--- config.mk ---
export PLATFORM = sky130hd
export DESIGN_NAME = if_fetch_unit
export DESIGN_NICKNAME = d
export VERILOG_FILES = /design/src/rtl/if_fetch_unit_pkg.sv /design/src/rtl/if_fetch_unit_fetch_fifo.sv /design/src/rtl/if_fetch_unit.sv
export SDC_FILE = /design/constraint.sdc
export NUM_CORES = 1
export LEC_CHECK = 0
export BUFFER_PORTS_ARGS = -buffer_cell sky130_fd_sc_hd__buf_2
export CORE_MARGIN = 3
export CORE_UTILIZATION = 53
export DETAILED_ROUTE_END_ITERATION = 12
export PLACE_DENSITY = 0.74
export SYNTH_ARGS = -nofsm -noshare
export SYNTH_HDL_FRONTEND = slang
export SYNTH_SLANG_ARGS = --single-unit
--- constraint.sdc ---
create_clock -name clk_i -period 11.95 [get_ports clk_i]
set_input_delay 1.7925 -clock clk_i [delete_from_list [all_inputs] [get_ports clk_i]]
set_output_delay 1.7925 -clock clk_i [all_outputs]
set_load 0.01 [all_outputs]
--- src/rtl/if_fetch_unit_pkg.sv ---
// Shared definitions for the instruction fetch unit: bubble encoding,
// FSM states and the fetch-queue entry layout.
`ifndef INST_WIDTH
`define INST_WIDTH 32
`endif
`ifndef SYS_ADDR_SPACE
`define SYS_ADDR_SPACE 32
`endif

package if_fetch_unit_pkg;

  localparam int unsigned ADDR_W = `SYS_ADDR_SPACE;
  localparam int unsigned INST_W = `INST_WIDTH;

  // addi x0, x0, 0 presented while the queue is empty
  localparam logic [INST_W-1:0] NOP_INSTR = INST_W'(32'h0000_0013);
  localparam logic [ADDR_W-1:0] BUBBLE_PC = '0;

  typedef enum logic {
    RESET_IDLE = 1'b0,
    RUN        = 1'b1
  } fetch_state_e;

  typedef struct packed {
    logic [ADDR_W-1:0] pc;
    logic [INST_W-1:0] instr;
  } fetch_entry_t;

endpackage

--- src/rtl/if_fetch_unit_fetch_fifo.sv ---
// Circular fetch queue of {pc, instr} entries with occupancy count.
// Push and pop may coincide, even when full; flush empties the queue.
module fetch_fifo
  import if_fetch_unit_pkg::*;
#(
  parameter int unsigned DEPTH = 2
) (
  input  logic                         clk,
  input  logic                         rst,
  input  logic                         flush,
  input  logic                         push,
  input  logic                         pop,
  input  fetch_entry_t                 wdata,
  output fetch_entry_t                 head,
  output logic [$clog2(DEPTH+1)-1:0]   count,
  output logic                         empty
);

  localparam int unsigned AW = (DEPTH > 1) ? $clog2(DEPTH) : 1;
  localparam int unsigned CW = $clog2(DEPTH + 1);
  localparam logic [AW-1:0] LAST = AW'(DEPTH - 1);
  localparam logic [CW-1:0] FULL = CW'(DEPTH);

  fetch_entry_t  mem [DEPTH];
  logic [AW-1:0] rd_ptr;
  logic [AW-1:0] wr_ptr;
  logic          full;
  logic          do_push;
  logic          do_pop;

  function automatic logic [AW-1:0] bump(input logic [AW-1:0] p);
    return (p == LAST) ? '0 : p + 1'b1;
  endfunction

  assign full    = (count == FULL);
  assign empty   = (count == '0);
  assign do_push = push && !flush && (!full || pop);
  assign do_pop  = pop && !flush && !empty;
  assign head    = mem[rd_ptr];

  // Pointer and occupancy bookkeeping
  always_ff @(posedge clk or posedge rst) begin
    if (rst) begin
      rd_ptr <= '0;
      wr_ptr <= '0;
      count  <= '0;
    end else if (flush) begin
      rd_ptr <= '0;
      wr_ptr <= '0;
      count  <= '0;
    end else begin
      if (do_push) wr_ptr <= bump(wr_ptr);
      if (do_pop)  rd_ptr <= bump(rd_ptr);
      if (do_push && !do_pop)      count <= count + 1'b1;
      else if (!do_push && do_pop) count <= count - 1'b1;
    end
  end

  // Entry storage; contents are meaningless outside the valid window
  always_ff @(posedge clk) begin
    if (do_push) mem[wr_ptr] <= wdata;
  end

endmodule

--- src/rtl/if_fetch_unit.sv ---
// Instruction fetch unit: issues word-aligned fetches, tracks each
// request's PC in order, queues returned instructions and drops
// responses that belong to fetches abandoned by a redirect.
module if_fetch_unit
  import if_fetch_unit_pkg::*;
#(
  parameter logic [`SYS_ADDR_SPACE-1:0] RESET_PC = 32'h0000_0000,
  parameter int unsigned                FQ_DEPTH = 2
) (
  input  logic                        clk_i,
  input  logic                        rst_i,
  input  logic [1:0]                  mode_i,
  input  logic                        redirect_i,
  input  logic [`SYS_ADDR_SPACE-1:0]  redirect_pc_i,
  output logic                        imem_req_o,
  output logic [`SYS_ADDR_SPACE-1:0]  imem_addr_o,
  input  logic                        imem_gnt_i,
  input  logic                        imem_rvalid_i,
  input  logic [`INST_WIDTH-1:0]      imem_rdata_i,
  output logic [`INST_WIDTH-1:0]      instr_o,
  output logic [`SYS_ADDR_SPACE-1:0]  pc_o
);

  localparam int unsigned CW = $clog2(FQ_DEPTH + 1);
  localparam int unsigned TW = (FQ_DEPTH > 1) ? $clog2(FQ_DEPTH) : 1;
  localparam logic [CW:0]   DEPTH_W  = (CW + 1)'(FQ_DEPTH);
  localparam logic [TW-1:0] TAG_LAST = TW'(FQ_DEPTH - 1);

  fetch_state_e         state;
  fetch_state_e         state_next;
  logic [ADDR_W-1:0]    fetch_pc;
  logic [CW-1:0]        outstanding;
  logic [CW-1:0]        outstanding_next;
  logic [CW-1:0]        discard_cnt;
  logic [CW-1:0]        fq_count;
  logic [ADDR_W-1:0]    tag_pc [FQ_DEPTH];
  logic [TW-1:0]        tag_wr;
  logic [TW-1:0]        tag_rd;
  logic                 can_issue;
  logic                 granted;
  logic                 accepted;
  logic                 resp;
  logic                 keep;
  logic                 pop;
  logic                 fq_empty;
  fetch_entry_t         head;
  fetch_entry_t         push_entry;
  logic [2:0]           ignored_unused;

  function automatic logic [TW-1:0] bump(input logic [TW-1:0] p);
    return (p == TAG_LAST) ? '0 : p + 1'b1;
  endfunction

  // Flush hint is handled upstream; low redirect bits are discarded
  assign ignored_unused = {mode_i[0], redirect_pc_i[1:0]};

  // Lifecycle state register
  always_ff @(posedge clk_i or posedge rst_i) begin
    if (rst_i) state <= RESET_IDLE;
    else       state <= state_next;
  end

  // Next state and issue eligibility (counts as of the start of the cycle)
  always_comb begin
    state_next = state;
    can_issue  = 1'b0;
    case (state)
      RESET_IDLE: state_next = RUN;
      RUN:        can_issue  = ({1'b0, fq_count} + {1'b0, outstanding}) < DEPTH_W;
      default:    state_next = RESET_IDLE;
    endcase
  end

  assign imem_req_o  = can_issue && !redirect_i;
  assign imem_addr_o = {fetch_pc[ADDR_W-1:2], 2'b00};
  // A grant landing on a redirect still occupies a memory slot
  assign granted     = can_issue && imem_gnt_i;
  assign accepted    = imem_req_o && imem_gnt_i;
  assign resp        = imem_rvalid_i && (outstanding != '0);
  assign keep        = resp && (discard_cnt == '0) && !redirect_i;
  assign pop         = !fq_empty && !mode_i[1] && !redirect_i;
  assign push_entry  = '{pc: tag_pc[tag_rd], instr: imem_rdata_i};

  // In-flight request count after this cycle's grant and response
  always_comb begin
    outstanding_next = outstanding;
    if (granted && !resp)      outstanding_next = outstanding + 1'b1;
    else if (!granted && resp) outstanding_next = outstanding - 1'b1;
  end

  // Fetch PC, request accounting and post-redirect discard tracking
  always_ff @(posedge clk_i or posedge rst_i) begin
    if (rst_i) begin
      fetch_pc    <= RESET_PC;
      outstanding <= '0;
      discard_cnt <= '0;
      tag_wr      <= '0;
      tag_rd      <= '0;
    end else begin
      if (redirect_i)    fetch_pc <= {redirect_pc_i[ADDR_W-1:2], 2'b00};
      else if (accepted) fetch_pc <= fetch_pc + `SYS_ADDR_SPACE'(4);
      outstanding <= outstanding_next;
      // Every request still in flight after a redirect is stale
      if (redirect_i)                       discard_cnt <= outstanding_next;
      else if (resp && discard_cnt != '0)   discard_cnt <= discard_cnt - 1'b1;
      if (granted) tag_wr <= bump(tag_wr);
      if (resp)    tag_rd <= bump(tag_rd);
    end
  end

  // Per-request PC tags, consumed in order by responses
  always_ff @(posedge clk_i) begin
    if (granted) tag_pc[tag_wr] <= imem_addr_o;
  end

  fetch_fifo #(
    .DEPTH (FQ_DEPTH)
  ) u_fetch_fifo (
    .clk   (clk_i),
    .rst   (rst_i),
    .flush (redirect_i),
    .push  (keep),
    .pop   (pop),
    .wdata (push_entry),
    .head  (head),
    .count (fq_count),
    .empty (fq_empty)
  );

  assign instr_o = fq_empty ? NOP_INSTR : head.instr;
  assign pc_o    = fq_empty ? BUBBLE_PC : head.pc;

endmodule

Word-level counts from Yosys, hierarchy flattened
Memories as Yosys holds them, arrays and structs flattened.
Cells that the tools add are included.
- bits in writable memories: 188
- logic and storage cells: 83
- memories kept: 2
- bits in read-only memories: 0
- latch bits: 0
- register bits after elaboration: 43
- memories (memory ; depth ; width ; rd ports ; clocked after memory_dff ; write ports ; RTL line ; text):
    u_fetch_fifo.mem ; 2 ; 64 ; 1 ; 0 ; 1 ; if_fetch_unit_fetch_fifo.sv:24 ; fetch_entry_t mem [DEPTH];
    tag_pc ; 2 ; 30 ; 1 ; 0 ; 1 ; if_fetch_unit.sv:36 ; logic [ADDR_W-1:0] tag_pc [FQ_DEPTH];
- $add $sub $neg: 11
- muxes and demuxes: 24
- equal/unequal tests: 1
- order comparisons: 1
- shift operators: 0
- div/mod/pow operators: 0
- reduce and logical (&&, ||, !) cells: 35
- bitwise logic cells: 0
- multipliers: 0
- operator list (kind ; count):
    two-way mux 32 bit ; 4
    adder 32 x 3 -> 32 bit, second input constant ; 1
    logical AND 1 bit ; 17
    two-way mux 2 bit ; 7
    two-way mux 1 bit ; 13
    nonzero test 2 bit ; 6
    logical NOT 1 bit ; 8
    subtractor 2 x 1 -> 2 bit, second input constant ; 3
    adder 1 bit, second input constant ; 4
    adder 2 x 1 -> 2 bit, second input constant ; 2
    logical NOT 2 bit ; 2
    adder 2 x 2 -> 3 bit ; 1
    less-than comparator 3 x 2 -> 1 bit, second input constant ; 1
    nonzero test 3 bit ; 1
    == test 2 bit, second input constant ; 1
    logical OR 1 bit ; 1

Depth between registers and ports, before layout
Gate-level depths: netlist (run 1).
- depth after elaboration: 11
- mapped depth: 9
- depth with buffers taken out: 6

Modules after synthesis
From an unflattened synthesis (run 1), not the netlist that was laid out.
- cell total of the unflattened synthesis: 629
- area, all modules: 9599.2 µm²
- by module, submodules not included (module ; instances ; area each (µm²) ; cells each):
    fetch_fifo ; 1 ; 4879.7 ; 227
    if_fetch_unit ; 1 ; 4719.5 ; 402

Worst setup path after synthesis (run 1)
No wires, ideal clock.
- kind: input to register
- start: input redirect_i
- end: memory u_fetch_fifo.mem[0][0] (netlist bit), enable pin
- path slack: 6.108 ns
- stages: 3
- data arrival time: 5.359 ns
- data required time: 11.467 ns
- buffers on the path: 0
- library setup time: 0.483 ns
- cells stage by stage: nor4bb_1 -> o21ai_0 -> nor2_1
- cells in the longest elaborated chain, start to end: 6
- elaborated cells on any way between the ends: 8
- classes of those cells: 2 x mux; 6 x reduce/logical
- ends and longest elaborated chain (item ; RTL line ; text):
    start: declaration ; if_fetch_unit.sv:13 ; input logic redirect_i,
    logical NOT 1 bit * ; if_fetch_unit_fetch_fifo.sv:37, if_fetch_unit.sv:80, if_fetch_unit.sv:81 ;
    logical AND 1 bit (on tied branches) ; if_fetch_unit.sv:80, if_fetch_unit.sv:81 ;
    logical AND 1 bit or logical OR 1 bit (tied branches) ; if_fetch_unit_fetch_fifo.sv:37 ; assign do_push = push && !flush && (!full || pop);
    logical AND 1 bit * ; if_fetch_unit_fetch_fifo.sv:37 ;
    two-way mux 1 bit * ; if_fetch_unit_fetch_fifo.sv:61 ; if (do_push) mem[wr_ptr] <= wdata;
    two-way mux 1 bit (not written as such) * ; if_fetch_unit_fetch_fifo.sv:61 ;
    end: declaration ; if_fetch_unit_fetch_fifo.sv:24 ;
Every way passes the cells marked *; elsewhere a longest branch is shown, timed or not.

Worst setup path after layout (run 1)
- start: input redirect_i
- end: memory u_fetch_fifo.mem[1][52] (netlist bit), enable pin
The elaborated chain is that of the path after synthesis.

==> results of run 1 <==
stage by stage:
| step | utilization, % | hold slack, ps | setup WS (ps) |
|---|---|---|---|
| after floorplan | - | 460 | 6110 |
| after global placement | 61.1 | 464 | 6930 |
| after detailed placement | 61.1 | 467 | 6810 |
| after CTS | 65.3 | 476 | 7320 |
| after global routing | 65.3 | 494 | 7110 |
| final | 65.3 | 472 | 7320 |
state kept, by name (all words and copies together) (netlist names):
name / flops
state: 1
tag_rd: 1
fetch_pc: 30
discard_cnt: 2
tag_pc: 60
u_fetch_fifo.wr_ptr: 1
outstanding: 2
u_fetch_fifo.mem: 124
tag_wr: 1
u_fetch_fifo.count: 2
u_fetch_fifo.rd_ptr: 1
cell usage after synthesis, types with 5 or more instances:
cell type	number	area, um2
a31oi_1	15	93.8
o21ai_0	21	105
dfrtp_1	41	1030
and2_1	6	37.5
nand2_1	30	113
mux2i_1	63	631
inv_1	9	33.8
o31ai_1	10	75.1
or3_1	8	50.1
mux2_2	32	360
clkbuf_1	24	90.1
and3_1	5	31.3
nand4_1	14	87.6
nand3_1	17	85.1
xnor2_1	8	70.1
buf_1	6	22.5
nor2_1	79	297
xor2_1	8	70.1
or4_1	13	97.6
edfxtp_1	184	5530
power breakdown:
part / total [mW] / switching [mW] / internal (mW)
Sequential: 1.00 / 0.0508 / 0.954
Clock: 0.665 / 0.269 / 0.396
Combinational: 0.321 / 0.181 / 0.139
worst register-to-register path, stage by stage (launching register included):
cell	delay, ps
dfrtp_1	410
inv_1	80
ha_1	190
nor4bb_1	750
o21ai_0	530
nor2_4	650
buf_4	600
logic make-up after synthesis:
kind of cell    count (synthesis)
xor+xnor                       16
flops                         225
simple gates                  191
other cells                     2
mux                            95
fa+ha+maj                       5
compound gates                 58
buf+inv                        46
layout make-up:
| cell class | instances | area share, % |
|---|---|---|
| clock buffers | 29 | 5.44 |
| clock inverters | 11 | 0.968 |
| inverters | 10 | 0.342 |
| multi-input cells | 370 | 23.3 |
| flip-flops and latches | 225 | 59.7 |
| well taps | 220 | 2.51 |
| repair buffers | 167 | 7.77 |
worst paths after layout:
kind                            slack, ps                       to      startpoint  depth (start not counted)
worst min-delay path                  470                   tag_rd          tag_rd                          1
min in group asynchronous            1410             fetch_pc[24]           rst_i                          3
worst max register to register       8360  u_fetch_fifo.mem[1][52]  outstanding[1]                          6
max in group asynchronous           10110      u_fetch_fifo.rd_ptr           rst_i                          3
worst min register to register        470                   tag_rd          tag_rd                          1
worst max-delay path                 7320  u_fetch_fifo.mem[1][52]      redirect_i                          5
routing by layer:
layer / track usage, % / vias up / part of all wire (%)
met5: 0 / - / 0
met4: 7.12 / 0 / 2.4
met3: 3.07 / 31 / 6.4
met2: 33.0 / 252 / 49
met1: 25.5 / 2739 / 42
li1: - / 2701 / -
==> run_results.csv, run 1 <==
group,metric,value,unit
logic_synthesis,synth_seq_area_share,70.7,%
sta,finalHoldViolCount,0,
detailed_routing,vias_per_cell,5.55,
worst_setup_path,critical_path_class,"in2reg",
logic_synthesis,ys.flop_type,"edfxtp_1",
layout,final_nets,871,
clocking,cts.sinks,225,
layout,syn_to_final_growth,18.6,%
logic_synthesis,synth-simple-area-share,10.3,%
sta,max_freq,0.216,GHz
layout,n_antenna_cell,0,
sta,fin_setup_tns,0,ps
logic_synthesis,synth.distinct_cells,47,
worst_setup_path,end_kind,"flop",
clocking,cts-resized-gates,0,
worst_setup_path,crit_path_max_incr_delay,830,ps
sta,setup-violations-final,0,
global_route,grt_use_total,19.4,%
global_route,grt_pass1_vias,5921,
die,initial_utilization,55.1,%
detailed_routing,via_count,5723,
power_and_ir_drop,finalPower,1.99,mW
layout,stdcell_count,1032,
logic_synthesis,synth_top_family_by_area,"multiplexers",
logic_synthesis,synth-edff-count,184,
die,die_area,0.0191,mm2
clocking,cts-hold-fix-buffers,0,
logic_synthesis,syn_area,0.00927,mm2
die,die_w,138,um
worst_setup_path,crit_family,"simple AND/OR/NAND/NOR gates",
clocking,cts_max_path_buffers,3,
sta,report.final.slew_viol_count,0,
sta,worst_pin_slew,1130,ps
detailed_routing,wl_per_cell,18.3,um
place,placedCellCount,992,
power_and_ir_drop,power_density,181,mW/mm2
layout,mostFrequentLayoutCell,"edfxtp_1",
clocking,cts_tree,"built",
power_and_ir_drop,vdd_drop_max,0.0914,mV
worst_setup_path,cpMaxStageDelayCell,"nor4bb_1",
layout,layout_common_cells,"edfxtp_1 (184), buf_2 (160), nor2_1 (75)",
place,dp_hpwl,12.4,mm
min_path,holdCritPathClass,"reg2reg",
worst_setup_path,critical_path_arrival,4760,ps
detailed_routing,drc,0,
clocking,htree_levels,1,
die,design.core.area,0.0168,mm2
detailed_routing,firstDrtPassIters,5,
detailed_routing,wl,18.9,mm
sta,rsz0062_at_grt,"false",
sta,period_share,38.7,%
status,outcome,"finished, final reports clean",
die,core.rowCount,47,
global_route,grt-ovfl-total,0,
detailed_routing,drt.antenna.violating_nets,0,
logic_synthesis,synthAdderAreaFrac,0.729,%
clocking,root_buffer,"clkbuf_16",
layout,design_area,0.0110,mm2
detailed_routing,drt_iter0_markers,376,
logic_synthesis,synth-seq-cells,225,
clocking,cts_buffers,22,
die,die_y,138,um
clocking,post_cts_buffers,0,
logic_synthesis,synth_xor_area_share,1.51,%
worst_setup_path,crit_buf_inv,2,
worst_setup_path,path_max_fanout,41,
place,routabilityCongestion,0.828,
place,port_buffers,160,
layout,multi_input_area,0.00256,mm2
layout,drive_gt1_share,29.8,%
sta,relSlewSlack,24.6,%
place,dpl-instance-area,0.0103,mm2
clocking,clk_pin_slew_worst_paths,60,ps
global_route,grt_max_degree,65,
logic_synthesis,yosysWarningCount,0,
clocking,insertion_delay,500,ps
worst_setup_path,worstPathRequired,12080,ps
worst_setup_path,cp-start-kind,"input port",
sta,post-route-min-period,4630,ps
sta,finClkSkew,11.1,ps
layout,fill_cells,1235,
run,drv_cap,0,
global_route,grt_pass1_wl,30.0,mm
power_and_ir_drop,leakagePower,4.02,nW
logic_synthesis,synth-compound-area-share,3.90,%
logic_synthesis,avgSynthCellArea,14.5,um2
logic_synthesis,netlist_instances,638,
global_route,antenna_found_initial,0,
worst_setup_path,path_cells,"buf_2 -> nor4bb_1 -> o21ai_0 -> nor2_4 -> buf_4",
logic_synthesis,synth.area.mux_share,10.7,%
logic_synthesis,synthArstFlopShare,18.2,%
layout,regArea,0.00656,mm2
die,ios,168,
Note: power is estimated with default switching activity, not from simulation.
==> run 2, diff against run 1 <==
--- a/config.mk
+++ b/config.mk
@@ -7,7 +7,7 @@
 export LEC_CHECK = 0
 export BUFFER_PORTS_ARGS = -buffer_cell sky130_fd_sc_hd__buf_2
 export CORE_MARGIN = 3
-export CORE_UTILIZATION = 53
+export CORE_UTILIZATION = 50
 export DETAILED_ROUTE_END_ITERATION = 12
 export PLACE_DENSITY = 0.74
 export SYNTH_ARGS = -nofsm -noshare
==> constraint.sdc (replaced) <==
create_clock -name clk_i -period 3.9 [get_ports clk_i]
set_input_delay 0.585 -clock clk_i [delete_from_list [all_inputs] [get_ports clk_i]]
set_output_delay 0.585 -clock clk_i [all_outputs]
set_load 0.01 [all_outputs]
==> run 2 against run 1 <==
  * Power grew to 3.1 times the previous value
  * Non-clock buffer count increased by 5
  * Critical path depth rose by 1
  * Critical endpoint is now fetch_pc[20]
  * Flip-flop and latch count did not move
  * Clock skew increased by 3.4 ps
  * Global-route usage fell by 0.59 points
  * Highest routed layer unchanged
==> run_results.csv, run 2 (synthesis results as in run 1) <==
group,metric,value,unit
sta,post-route-min-period,2910,ps
sta,report.final.slew_viol_count,0,
global_route,grt_pass1_wl,30.5,mm
worst_setup_path,critical_path_class,"reg2reg",
sta,finalHoldViolCount,0,
min_path,holdCritPathClass,"in2async",
power_and_ir_drop,leakagePower,4.07,nW
place,dp_hpwl,12.7,mm
die,ios,168,
place,port_buffers,160,
clocking,cts_max_path_buffers,3,
sta,relSlewSlack,22.1,%
place,dpl-instance-area,0.0104,mm2
detailed_routing,vias_per_cell,5.54,
clocking,clk_pin_slew_worst_paths,60,ps
detailed_routing,drt_iter0_markers,325,
detailed_routing,firstDrtPassIters,5,
worst_setup_path,end_kind,"flop",
place,placedCellCount,1006,
layout,regMostFlops,"u_fetch_fifo.mem",
layout,stdcell_count,1048,
layout,fin_util,61.3,%
detailed_routing,wl,19.4,mm
sta,period_share,74.6,%
layout,final_nets,877,
layout,mostFrequentLayoutCell,"edfxtp_1",
worst_setup_path,cpMaxStageDelayCell,"or4_2",
detailed_routing,drt.antenna.violating_nets,0,
worst_setup_path,path_max_fanout,20,
global_route,grt-ovfl-total,0,
sta,hold_slack,35.0,ps
detailed_routing,drc,0,
global_route,grt_max_degree,65,
sta,worst_pin_slew,1170,ps
sta,finClkSkew,14.5,ps
clocking,root_buffer,"clkbuf_16",
clocking,cts-resized-gates,0,
layout,layout_common_cells,"edfxtp_1 (184), buf_2 (160), nor2_1 (75)",
place,routabilityCongestion,0.818,
layout,drive_gt1_share,30.2,%
layout,multi_input_area,0.00256,mm2
clocking,insertion_delay,510,ps
worst_setup_path,critical_path_arrival,3350,ps
status,outcome,"finished, final reports clean",
layout,largest_reg_flops,124,
power_and_ir_drop,vdd_drop_max,0.306,mV
layout,regArea,0.00656,mm2
layout,fill_cells,1384,
die,initial_utilization,51.2,%
power_and_ir_drop,power_density,558,mW/mm2
global_route,grt_use_total,18.8,%
detailed_routing,via_count,5807,
die,die_area,0.0202,mm2
worst_setup_path,cp-start-kind,"flop",
die,design.core.area,0.0181,mm2
sta,rsz0062_at_grt,"false",
clocking,cts_buffers,23,
clocking,cts_tree,"built",
global_route,antenna_found_initial,0,
worst_setup_path,path_cells,"and2_1 -> fa_1 -> and4bb_2 -> nand4_1 -> or4_2 -> nand3_1",
run,drv_cap,0,
clocking,cts.sinks,225,
worst_setup_path,worstPathRequired,4340,ps
clocking,htree_levels,1,
die,die_y,142,um
die,die_w,142,um
worst_setup_path,crit_path_max_incr_delay,700,ps
layout,reg.largest.list,"u_fetch_fifo.mem x124, tag_pc x60, fetch_pc x30",
sta,setup-violations-final,0,
clocking,cts-hold-fix-buffers,0,
detailed_routing,wl_per_cell,18.5,um
layout,design_area,0.0111,mm2
layout,syn_to_final_growth,19.6,%
sta,fin_setup_tns,0,ps
sta,max_freq,0.344,GHz
global_route,grt_pass1_vias,5869,
layout,n_antenna_cell,0,
clocking,post_cts_buffers,0,
die,core.rowCount,49,
==> run 2: critical path: cells and delay by family, from the launching register on <==
family | cells | cell delay (ps)
AND/OR/NAND/NOR | 5 | 2000
adder cells (fa/ha/maj) | 1 | 480
flip-flops | 1 | 370
==> run 2: layout make-up <==
cell class | instances | share of cell area (%)
Inverter | 10 | 0.339
Sequential cell | 225 | 59.1
Clock inverter | 11 | 0.937
Clock buffer | 31 | 5.64
Multi-Input combinational cell | 370 | 23.1
Timing Repair Buffer | 172 | 8.26
Tap cell | 229 | 2.58
==> run 2: stage by stage <==
step	setup slack, ps	power (mW)
after floorplan	-784	3.77
after global placement	1090	4.08
after detailed placement	1060	4.13
after CTS	988	6.24
after global routing	773	6.45
final	990	6.18
==> run 2: metal layers <==
layer / GRT usage (%) / share of wire, % / vias up / wire (um)
met4: 7.17 / 2.8 / 0 / 538
met1: 25.7 / 43 / 2816 / 8420
li1: - / - / 2728 / -
met2: 30.3 / 47 / 227 / 9040
met5: 0 / 0 / - / 0
met3: 3.49 / 7.2 / 36 / 1390
==> run 2: report_power, final <==
group | internal (mW) | leakage (nW) | switching (mW)
logic | 0.437 | 1.56 | 0.538
registers | 2.92 | 2.15 | 0.177
clock network | 1.26 | 0.360 | 0.853
==> run 2: path summary, 6_finish.rpt <==
check	from	cells after the start	endpoint	slack, ps
max reg2reg	outstanding[0]	6	fetch_pc[20]	990
min reg2reg	tag_wr	1	tag_wr	510
max	outstanding[0]	6	fetch_pc[20]	990
max in group asynchronous	rst_i	3	u_fetch_fifo.rd_ptr	3070
min in group clk_i	imem_rdata_i[25]	1	u_fetch_fifo.mem[0][25]	270
min	rst_i	2	fetch_pc[7]	30
==> run 3, diff against run 2 <==
--- a/config.mk
+++ b/config.mk
@@ -7,7 +7,7 @@
 export LEC_CHECK = 0
 export BUFFER_PORTS_ARGS = -buffer_cell sky130_fd_sc_hd__buf_2
 export CORE_MARGIN = 3
-export CORE_UTILIZATION = 50
+export CORE_UTILIZATION = 53
 export DETAILED_ROUTE_END_ITERATION = 12
 export PLACE_DENSITY = 0.74
 export SYNTH_ARGS = -nofsm -noshare
==> constraint.sdc (replaced) <==
create_clock -name clk_i -period 3 [get_ports clk_i]
set_input_delay 0.45 -clock clk_i [delete_from_list [all_inputs] [get_ports clk_i]]
set_output_delay 0.45 -clock clk_i [all_outputs]
set_load 0.01 [all_outputs]
==> run 3 against run 2 <==
  * Sequential share of layout area shrank 0.093 points
  * Clock power grew 22%
  * Wire length barely moved
  * Non-clock buffer count rose by 8
  * Register-to-register slack lost 670 ps
  * Clock skew shrank 2.8 ps
  * Combinational power up 34%
  * Design area rose by 0.16%
  * Largest power group unchanged
==> run_results.csv, run 3 (synthesis results as in run 1) <==
group,metric,value,unit
status,outcome,"finished, final reports clean",
worst_setup_path,path_max_fanout,48,
worst_setup_path,critical_path_arrival,2850,ps
sta,fin_setup_tns,0,ps
die,ios,168,
place,dp_hpwl,13.0,mm
layout,reg.largest.list,"u_fetch_fifo.mem x124, tag_pc x60, fetch_pc x30",
clocking,root_buffer,"clkbuf_16",
worst_setup_path,worstPathRequired,3170,ps
clocking,cts_max_path_buffers,3,
detailed_routing,vias_per_cell,5.55,
sta,relSlewSlack,46.0,%
place,routabilityCongestion,0.869,
die,initial_utilization,55.1,%
sta,finalHoldViolCount,0,
worst_setup_path,critical_path_class,"reg2reg",
clocking,cts_tree,"built",
layout,layout_common_cells,"edfxtp_1 (184), buf_2 (160), nor2_1 (75)",
worst_setup_path,reg2reg_to,"u_fetch_fifo.mem[1][11]",
layout,n_antenna_cell,0,
sta,worst_pin_slew,802,ps
run,drv_cap,0,
global_route,busiest_layer,"met2",
worst_setup_path,cp-start-kind,"flop",
detailed_routing,wl_per_cell,18.6,um
global_route,gr-usage-met3,3.94,%
die,core.rowCount,47,
global_route,grt_pass1_vias,6013,
detailed_routing,via_count,5796,
layout,multi_input_area,0.00257,mm2
place,port_buffers,160,
clocking,post_cts_buffers,0,
sta,max_freq,0.373,GHz
detailed_routing,firstDrtPassIters,5,
detailed_routing,drc,0,
sta,period_share,89.3,%
worst_setup_path,rr_startpoint,"outstanding[1]",
layout,syn_to_final_growth,19.8,%
worst_setup_path,ff2ff_path_depth,6,
min_path,holdCritPathClass,"in2reg",
global_route,use_met2,33.0,%
clocking,cts.sinks,225,
global_route,grt-ovfl-total,0,
detailed_routing,drt.antenna.violating_nets,0,
die,die_y,138,um
sta,rsz0062_at_grt,"false",
power_and_ir_drop,power_density,711,mW/mm2
power_and_ir_drop,leakagePower,4.08,nW
clocking,clk_pin_slew_worst_paths,60,ps
worst_setup_path,crit_end,"u_fetch_fifo.mem[1][11]",
layout,drive_gt1_share,30.8,%
layout,fill_cells,1240,
sta,setup-violations-final,0,
global_route,grt_pass1_wl,30.8,mm
global_route,grt_use_total,19.7,%
layout,final_nets,885,
clocking,cts_buffers,23,
detailed_routing,drt_iter0_markers,359,
layout,largest_reg_flops,124,
worst_setup_path,crit_start,"outstanding[1]",
die,die_w,138,um
sta,post-route-min-period,2680,ps
layout,mostFrequentLayoutCell,"edfxtp_1",
clocking,insertion_delay,500,ps
clocking,htree_levels,1,
global_route,antenna_found_initial,1,
sta,finClkSkew,11.7,ps
layout,regArea,0.00656,mm2
die,design.core.area,0.0168,mm2
sta,hold_slack,142,ps
global_route,grt_max_degree,49,
layout,regMostFlops,"u_fetch_fifo.mem",
worst_setup_path,ff2ff_setup_slack,320,ps
sta,report.final.slew_viol_count,0,
worst_setup_path,end_kind,"flop",
global_route,met1_usage,26.2,%
clocking,cts-resized-gates,0,
power_and_ir_drop,vdd_drop_max,0.371,mV
die,die_area,0.0191,mm2
clocking,cts-hold-fix-buffers,1,
detailed_routing,wl,19.4,mm
==> run 3: worst min path at each step <==
stage | start | to | slack (ps) | cells past startpoint
final | imem_rdata_i[10] | u_fetch_fifo.mem[1][10] | 140 | 1
after floorplan | tag_wr | tag_wr | 480 | 1
after global placement | tag_wr | tag_wr | 490 | 1
after detailed placement | tag_wr | tag_wr | 510 | 1
after CTS | imem_rdata_i[10] | u_fetch_fifo.mem[1][10] | 120 | 1
after global routing | imem_rdata_i[6] | u_fetch_fifo.mem[1][6] | 130 | 1
==> run 3: per-layer routing <==
layer | part of all wire, % | vias to the layer above
li1 | - | 2729
met1 | 42 | 2784
met2 | 49 | 243
met3 | 6.7 | 38
met4 | 2.1 | 2
met5 | 0.093 | -
==> run 3: area by class of cell <==
cell class              instances  share of cell area, %
inverters                      10                  0.338
repair buffers                180                   8.92
well taps                     220                   2.48
clock buffers                  29                   5.39
multi-input cells             370                   23.1
flip-flops and latches        225                   59.0
clock inverters                11                  0.699
==> run 3: power breakdown <==
part / leakage (nW) / internal, mW / switching (mW)
clock: 0.331 / 1.49 / 1.08
combinational: 1.60 / 0.583 / 0.730
sequential: 2.15 / 3.80 / 0.207
==> run 3: metrics by stage <==
stage / std cells / setup WS [ps] / area (um2) / utilization (%) / total power [mW]
floorplan: 641 / 67.5 / 9300 / - / 4.90
global placement: 1004 / 507 / 10400 / 61.9 / 5.30
detailed placement: 1004 / 334 / 10400 / 61.9 / 5.37
CTS: 1045 / 324 / 11100 / 66.0 / 7.95
global route: 1045 / 163 / 11100 / 66.0 / 8.23
finish: 1045 / 320 / 11100 / 66.0 / 7.89
==> run 3: worst max-delay path: stages, from the launching register on <==
cell and delay (ps):
dfrtp_1 430, inv_1 90, ha_1 210, nor4bb_2 590, o21ai_0 480, nor2_4 240, buf_12 290
